$ cat config.mk
export PLATFORM = sky130hd
export DESIGN_NAME = aes_key_expand
export DESIGN_NICKNAME = d
export VERILOG_FILES = /design/src/rtl/aes_pkg.sv /design/src/rtl/aes_sub_word.sv /design/src/rtl/aes_key_expand.sv
export SDC_FILE = /design/constraint.sdc
export NUM_CORES = 2
export LEC_CHECK = 0
export ABC_AREA = 1
export BUFFER_PORTS_ARGS = -buffer_cell sky130_fd_sc_hd__buf_4
export CAP_MARGIN = 20
export CORE_MARGIN = 3
export CORE_UTILIZATION = 40
export CTS_CLUSTER_DIAMETER = 30
export DETAILED_ROUTE_END_ITERATION = 12
export SYNTH_ARGS = -nofsm -noshare
export SYNTH_HDL_FRONTEND = slang
export SYNTH_HIERARCHICAL = 1
export SYNTH_SLANG_ARGS = --single-unit
$ cat constraint.sdc
create_clock -name clk -period 17.1 [get_ports clk]
set_clock_uncertainty 0.15 [all_clocks]
set_input_delay 3.42 -clock clk [delete_from_list [all_inputs] [get_ports clk]]
set_output_delay 3.42 -clock clk [all_outputs]
set_load 0.01 [all_outputs]
$ cat src/rtl/aes_pkg.sv
// Shared AES constants and helpers: the S-box (also used by the encrypt stage's SubBytes),
// xtime, the rcon seed, and the key-schedule FSM state encoding.
package aes_pkg;

    localparam int         AES_NR      = 10;
    localparam int         AES_BLOCK_W = 128;
    localparam logic [7:0] RCON_INIT   = 8'h01;

    typedef enum logic [1:0] {
        KE_IDLE   = 2'd0,
        KE_EXPAND = 2'd1,
        KE_DONE   = 2'd2
    } ke_state_e;

    // Ascending packed range so SBOX[b] is the table entry for input byte b.
    localparam logic [0:255][7:0] SBOX = {
        8'h63, 8'h7c, 8'h77, 8'h7b, 8'hf2, 8'h6b, 8'h6f, 8'hc5, 8'h30, 8'h01, 8'h67, 8'h2b, 8'hfe, 8'hd7, 8'hab, 8'h76,
        8'hca, 8'h82, 8'hc9, 8'h7d, 8'hfa, 8'h59, 8'h47, 8'hf0, 8'had, 8'hd4, 8'ha2, 8'haf, 8'h9c, 8'ha4, 8'h72, 8'hc0,
        8'hb7, 8'hfd, 8'h93, 8'h26, 8'h36, 8'h3f, 8'hf7, 8'hcc, 8'h34, 8'ha5, 8'he5, 8'hf1, 8'h71, 8'hd8, 8'h31, 8'h15,
        8'h04, 8'hc7, 8'h23, 8'hc3, 8'h18, 8'h96, 8'h05, 8'h9a, 8'h07, 8'h12, 8'h80, 8'he2, 8'heb, 8'h27, 8'hb2, 8'h75,
        8'h09, 8'h83, 8'h2c, 8'h1a, 8'h1b, 8'h6e, 8'h5a, 8'ha0, 8'h52, 8'h3b, 8'hd6, 8'hb3, 8'h29, 8'he3, 8'h2f, 8'h84,
        8'h53, 8'hd1, 8'h00, 8'hed, 8'h20, 8'hfc, 8'hb1, 8'h5b, 8'h6a, 8'hcb, 8'hbe, 8'h39, 8'h4a, 8'h4c, 8'h58, 8'hcf,
        8'hd0, 8'hef, 8'haa, 8'hfb, 8'h43, 8'h4d, 8'h33, 8'h85, 8'h45, 8'hf9, 8'h02, 8'h7f, 8'h50, 8'h3c, 8'h9f, 8'ha8,
        8'h51, 8'ha3, 8'h40, 8'h8f, 8'h92, 8'h9d, 8'h38, 8'hf5, 8'hbc, 8'hb6, 8'hda, 8'h21, 8'h10, 8'hff, 8'hf3, 8'hd2,
        8'hcd, 8'h0c, 8'h13, 8'hec, 8'h5f, 8'h97, 8'h44, 8'h17, 8'hc4, 8'ha7, 8'h7e, 8'h3d, 8'h64, 8'h5d, 8'h19, 8'h73,
        8'h60, 8'h81, 8'h4f, 8'hdc, 8'h22, 8'h2a, 8'h90, 8'h88, 8'h46, 8'hee, 8'hb8, 8'h14, 8'hde, 8'h5e, 8'h0b, 8'hdb,
        8'he0, 8'h32, 8'h3a, 8'h0a, 8'h49, 8'h06, 8'h24, 8'h5c, 8'hc2, 8'hd3, 8'hac, 8'h62, 8'h91, 8'h95, 8'he4, 8'h79,
        8'he7, 8'hc8, 8'h37, 8'h6d, 8'h8d, 8'hd5, 8'h4e, 8'ha9, 8'h6c, 8'h56, 8'hf4, 8'hea, 8'h65, 8'h7a, 8'hae, 8'h08,
        8'hba, 8'h78, 8'h25, 8'h2e, 8'h1c, 8'ha6, 8'hb4, 8'hc6, 8'he8, 8'hdd, 8'h74, 8'h1f, 8'h4b, 8'hbd, 8'h8b, 8'h8a,
        8'h70, 8'h3e, 8'hb5, 8'h66, 8'h48, 8'h03, 8'hf6, 8'h0e, 8'h61, 8'h35, 8'h57, 8'hb9, 8'h86, 8'hc1, 8'h1d, 8'h9e,
        8'he1, 8'hf8, 8'h98, 8'h11, 8'h69, 8'hd9, 8'h8e, 8'h94, 8'h9b, 8'h1e, 8'h87, 8'he9, 8'hce, 8'h55, 8'h28, 8'hdf,
        8'h8c, 8'ha1, 8'h89, 8'h0d, 8'hbf, 8'he6, 8'h42, 8'h68, 8'h41, 8'h99, 8'h2d, 8'h0f, 8'hb0, 8'h54, 8'hbb, 8'h16
    };

    function automatic logic [7:0] sbox(input logic [7:0] b);
        return SBOX[b];
    endfunction

    // Multiply by x in GF(2^8) modulo the AES polynomial.
    function automatic logic [7:0] xtime(input logic [7:0] b);
        return {b[6:0], 1'b0} ^ (b[7] ? 8'h1b : 8'h00);
    endfunction

endpackage

$ cat src/rtl/aes_sub_word.sv
// Combinational RotWord followed by SubWord on one 32-bit key-schedule word.
module aes_sub_word
    import aes_pkg::*;
(
    input  logic [31:0] w,
    output logic [31:0] sw
);

    logic [31:0] rot;

    assign rot = {w[23:0], w[31:24]};

    assign sw = {sbox(rot[31:24]), sbox(rot[23:16]), sbox(rot[15:8]), sbox(rot[7:0])};

endmodule

$ cat src/rtl/aes_key_expand.sv
// AES-128 key schedule: one round key per clock into an 11-entry store with a registered read port.
// Optional build macro KEYEXP_ZEROIZE_EN adds a zeroize input that wipes all key material.
module aes_key_expand
    import aes_pkg::*;
#(
    parameter int NR     = 10,
    parameter int RIDX_W = 4
) (
    input  logic              clk,
    input  logic              reset,
    input  logic [127:0]      key_in,
    input  logic              key_valid,
    output logic              key_ready,
    output logic              busy,
    output logic              keys_ready,
    input  logic [RIDX_W-1:0] rd_round,
`ifdef KEYEXP_ZEROIZE_EN
    input  logic              zeroize,
`endif
    output logic [127:0]      rd_key
);

    generate
        if (NR != AES_NR) begin : g_nr_check
            $error("aes_key_expand supports only NR = 10 (AES-128)");
        end
    endgenerate

    localparam logic [RIDX_W-1:0] LAST_ROUND = RIDX_W'(NR);

    ke_state_e                   state;
    logic [AES_BLOCK_W-1:0]      rk [0:NR];
    logic [AES_BLOCK_W-1:0]      prev;
    logic [AES_BLOCK_W-1:0]      next_key;
    logic [7:0]                  rcon;
    logic [RIDX_W-1:0]           round;
    logic                        key_ready_q;
    logic                        zero_req;
    logic                        load;
    logic [31:0]                 sw, t, n0, n1, n2, n3;

`ifdef KEYEXP_ZEROIZE_EN
    assign zero_req = zeroize;
`else
    assign zero_req = 1'b0;
`endif

    // A zeroize cycle must never acknowledge a key.
    assign key_ready = key_ready_q & ~zero_req;
    assign load      = key_valid & key_ready;

    aes_sub_word u_sub_word (
        .w  (prev[31:0]),
        .sw (sw)
    );

    assign t        = sw ^ {rcon, 24'h0};
    assign n0       = prev[127:96] ^ t;
    assign n1       = prev[95:64]  ^ n0;
    assign n2       = prev[63:32]  ^ n1;
    assign n3       = prev[31:0]   ^ n2;
    assign next_key = {n0, n1, n2, n3};

    always_ff @(posedge clk) begin
        if (reset || zero_req) begin
            for (int i = 0; i <= NR; i++) rk[i] <= '0;
            prev        <= '0;
            rd_key      <= '0;
            rcon        <= RCON_INIT;
            round       <= '0;
            state       <= KE_IDLE;
            key_ready_q <= 1'b1;
            busy        <= 1'b0;
            keys_ready  <= 1'b0;
        end else begin
            // Read-before-write: a same-edge write to rd_round is seen next cycle.
            rd_key <= (rd_round <= LAST_ROUND) ? rk[rd_round] : '0;
            case (state)
                KE_EXPAND: begin
                    rk[round] <= next_key;
                    prev      <= next_key;
                    rcon      <= xtime(rcon);
                    round     <= round + 1'b1;
                    if (round == LAST_ROUND) begin
                        state       <= KE_DONE;
                        busy        <= 1'b0;
                        keys_ready  <= 1'b1;
                        key_ready_q <= 1'b1;
                    end
                end
                default: begin
                    if (load) begin
                        rk[0]       <= key_in;
                        prev        <= key_in;
                        round       <= RIDX_W'(1);
                        rcon        <= RCON_INIT;
                        keys_ready  <= 1'b0;
                        busy        <= 1'b1;
                        key_ready_q <= 1'b0;
                        state       <= KE_EXPAND;
                    end
                end
            endcase
        end
    end

endmodule

# Word-level counts from Yosys, hierarchy flattened
# Memory sizes are Yosys's and may differ from the RTL's. A register that Yosys moved wholly into a read port is not among the register bits.
# Index checks and enable logic that the tools add are counted.
[word_totals]
register_bits = 145
latchBits = 0
ramBits = 1408
rom_bits = 8192
inputBits = 135
out_inout_bits = 131
elab_cells = 75
n_memories = 5
[op_classes]
addsub = 1
multipliers = 0
div_mod_pow = 0
n_lt_le_gt_ge = 5
n_eq_ne = 3
n_shift = 0
n_mux = 37
bitwise_logic = 13
n_reduce_logical = 4
[memory_table]
columns = ["memory", "depth", "word_bits", "rd", "rd_ports_with_merged_regs", "write_ports", "line", "rtl"]
rows = [
  ["(no name shown)", 256, 8, 1, 0, 0, "aes_pkg.sv:36", "return SBOX[b];"],
  ["(no name shown)", 256, 8, 1, 0, 0, "aes_pkg.sv:36", ""],
  ["(no name shown)", 256, 8, 1, 0, 0, "aes_pkg.sv:36", ""],
  ["(no name shown)", 256, 8, 1, 0, 0, "aes_pkg.sv:36", ""],
  ["rk", 11, 128, 1, 1, 11, "aes_key_expand.sv:32", "logic [AES_BLOCK_W-1:0] rk [0:NR];"],
]
[op_table]
columns = ["op", "count"]
rows = [
  ["$mux 128", 4],
  ["$xor 32x32->32", 5],
  ["$reduce_or 128->1", 1],
  ["$mux 8", 10],
  ["$ge 9x9->1 const B", 4],
  ["$not 8->9", 4],
  ["$mux 1", 16],
  ["$mux 4", 3],
  ["$xor 8x5->8", 1],
  ["$mux 2", 3],
  ["$mux 5", 1],
  ["$add 4x1->4 const B", 1],
  ["$eq 4x4->1 const B", 1],
  ["$le 4x4->1 const B", 1],
  ["$eq 2x1->1 const B", 1],
  ["$ne 2x2->1 const B", 1],
  ["$reduce_and 2->1", 1],
  ["$reduce_bool 2->1", 1],
  ["$reduce_or 2->1", 1],
  ["$and 1x1->1", 1],
  ["$not 1->1", 1],
  ["$or 1x1->1", 1],
]

# Longest topological paths before layout
[depth]
word_depth = 10
depth_mapped = 28
mapped_depth_nobuf = 27

# Modules after synthesis
# Netlist, hierarchy kept.
[by_module_without_submodules]
columns = ["mod", "instances", "cells_each", "area_per_inst_um2", "seq_area_each_um2"]
rows = [
  ["aes_key_expand", 1, 9155, 96677.7, 65643.0],
  ["aes_sub_word", 1, 2510, 11538.6, 0.0],
]

# Worst setup path before layout
# No wires, ideal clock.
[synth_timing]
path_type = "input-to-reg"
start = "in reset"
end = "mem rk[9][0] (enable)"
setup_ns = 0.772
arrival_ns = 12.858
required_ns = 16.178
setup_slack_ns = 3.321
cell_stages = 5
path_buffers = 1
path_cell_list = "clkbuf_1 nor2_2 a21oi_1 nand2_2 nor3_1"
[synth_rtl]
columns = ["element", "line", "rtl"]
rows = [
  ["start: declaration", "aes_key_expand.sv:10", "input logic reset,"],
  ["end: declaration", "aes_key_expand.sv:32", ""],
]

==> out/results.ini <==
[grt]
use_met1=0.411
globalRouteMet2Util=0.463
grt_pass1_vias=88321
grt.met3_usage=0.0675
grt_pass1_wl_um=629000
track_usage=0.307
grt_overflow_total=0
top_usage_layer=met2
grt_start_max_net_pins=232
antenna_found_initial=47

[pwr]
p_switching_mw=8.17
ir_drop_mv=0.0991
power_frac_comb=0.289
intPower_mw=13.6
power_density_mw_per_mm2=170
seqPwrFrac=0.312
total_power_mw=21.8
sw_frac_of_total=0.375
leakage_nw=48.5
p_clk_frac=0.399

[timing]
fin_ws_ns=8.51
rsz0062_at_grt=no
fmax_mhz=116
finalCritPeriodShare=0.502
finalSetupViolations=0
relSlewSlack=0.229
slew_viol_final=0
finalHoldViolCount=0
worstMarginPinSlew_ns=1.16
finalSetupTns_ns=0
finalHoldWorstSlack_ns=0.302
layout_min_cycle_time_ns=8.59

[yosys]
synth_cell_types=41
synth_edf_count=1920
synth-seq-area-share=0.607
synth_ff_type=edfxtp_1
ys_warn_count=6
synth.cell_area_mm2=0.108
syn_inst=11665
syn-num-nets=11862
syn_avg_cell_area_um2=9.28
ys_async_sr_fraction=0
ys_ff_latch=2319

[clock_tree]
cts_made_buffers=438
cts_hold_buf=0
postCtsSetupBuffers=0
clkTransAtPathRegs_ns=0.05
clock_latency_ns=0.93
cts_buffer_depth=4
cts_root_buffer=clkbuf_16
post_cts_resized=0
clock-sinks=2319
cts_max_level=5
cts_tree=done

[cells_and_area]
nNetsFinal=11869
final_common_cell=nor2_1
instances_no_fill=15640
area_growth_syn_to_layout_pct=18.3
fin_util=0.477
fin_area_mm2=0.128
final_cell_mix=nor2_1 (2071), nand2_1 (2030), edfxtp_1 (1920), o21ai_0 (1257), nand3_1 (975)
layout-drive-gt1-share=0.109

[floorplanning]
die_x_um=526
core_mm2=0.269
dieArea_mm2=0.277
rows=190
ios=266
initial_core_util=0.403
dieHeight_um=526

[detailed_routing]
wl_um=442000
drc=0
wl_per_cell_um=28.2
via_count=93580
drt_first_pass_iters=8
vias_per_cell=5.98
final_antenna_net_count=0
first_iter_violations=12929

[placement]
port_buffers=265
placed_cells=14781
pre_cts_slack_ns=7.64
place_area_mm2=0.113
place_hpwl_um=274000
place.gp.congestion=0.974

[hold_path]
worstHoldPathType=reg -> reg
hp-start=rk[10][104]$_SDFFE_PP0P_
hold_depth=2
hold_end=rk[10][104]$_SDFFE_PP0P_

[setup_path]
crit_type=in -> reg
crit_arrival_ns=8.91
ff2ff_path_depth=14
cp.required_ns=17.42
start_kind=input port
rr_startpoint=key_ready$_SDFFE_PP1P_
reg2reg_slack_ns=10.53
worstPathMaxFanout=57
crit_path_end_kind=register
r2r-end=rk[0][40]$_SDFFCE_PN0P_

[status]
status=completed

[flow_run]
cap_violations=0

-- flip-flops by register name, indices dropped and copies added, names as in the netlist --
| name | flops |
|---|---|
| rd_key | 128 |
| round | 4 |
| prev | 128 |
| key_ready | 1 |
| keys_ready | 1 |
| state | 1 |
| rk | 2048 |
| rcon | 8 |
-- Yosys cell counts (all sizes together) (5+ instances only) --
library cell  instances  area (um^2)
nor2               2088         7880
nand2              2058         7760
edfxtp             1920        57700
o21ai              1262         6320
nand3               977         4890
clkbuf              602         2260
inv                 572         2150
a21oi               428         2150
dfxtp               399         7990
o22ai               348         2180
buf                 290         1430
o221ai              214         1870
a31oi               136          851
o211ai              123          923
clkinv               64          240
ha                   62          776
nand4                38          238
xnor2                27          236
xor2                 24          210
nor3                 10         50.1
a211oi                7         52.6
or2                   5         31.3
-- worst max path at each step --
stage,start,slack [ns],end,cells past startpoint
after floorplan,reset,3.32,rk[9][0]$_DFFE_PP_,5
after global placement,key_valid,7.68,rk[0][38]$_SDFFCE_PN0P_,14
after detailed placement,key_valid,7.64,rk[0][37]$_SDFFCE_PN0P_,14
after CTS,key_valid,8.55,rk[0][26]$_SDFFCE_PN0P_,14
after global routing,key_valid,8.37,rk[0][26]$_SDFFCE_PN0P_,14
final,key_valid,8.51,rk[0][40]$_SDFFCE_PN0P_,14
-- cell families after synthesis --
logic type,count (synthesis),share of synthesized area
compound gates,2525,0.133
xor+xnor,51,0.00413
fa+ha+maj,62,0.00717
buf+inv,1528,0.0561
flops,2319,0.607
simple gates,5180,0.193
-- worst max-delay path: stages --
cell     delay (ns)
buf_4          0.08
nand2_1        0.20
inv_1          0.24
nand2_2        0.15
inv_2          0.07
buf_4          0.60
nand2_2        0.54
o21ai_2        0.23
inv_2          0.12
nor2_1         0.42
nand2_4        0.34
nand2_4        0.40
buf_4          0.78
buf_4          0.98
-- power by group through the flow --
stage | combinational (mW) | sequential (mW) | clock, mW
after floorplan | 3.23 | 6.88 | 0
after global placement | 6.06 | 6.88 | 0
after detailed placement | 6.03 | 6.89 | 0
after CTS | 6.06 | 6.79 | 8.73
after global routing | 6.59 | 6.82 | 9.02
final | 6.29 | 6.79 | 8.69
-- routing by layer --
layer	part of all wire	routed length (um)	up-vias
met1	0.40	175000	46177
met4	0.056	24900	6
met2	0.45	197000	5637
li1	-	-	40773
met3	0.10	45400	987
met5	0.000084	37	-
-- final cells by class --
| cell class | count | area, um^2 |
|---|---|---|
| flip-flops and latches | 2319 | 65700 |
| fillers | 24988 | 141000 |
| clock inverters | 295 | 3330 |
| diodes | 38 | 95.1 |
| well taps | 3552 | 4440 |
| repair buffers | 459 | 3610 |
| multi-input cells | 7818 | 36800 |
| inverters | 636 | 2430 |
| clock buffers | 523 | 11700 |
Note: power is estimated with default switching activity, not from simulation.
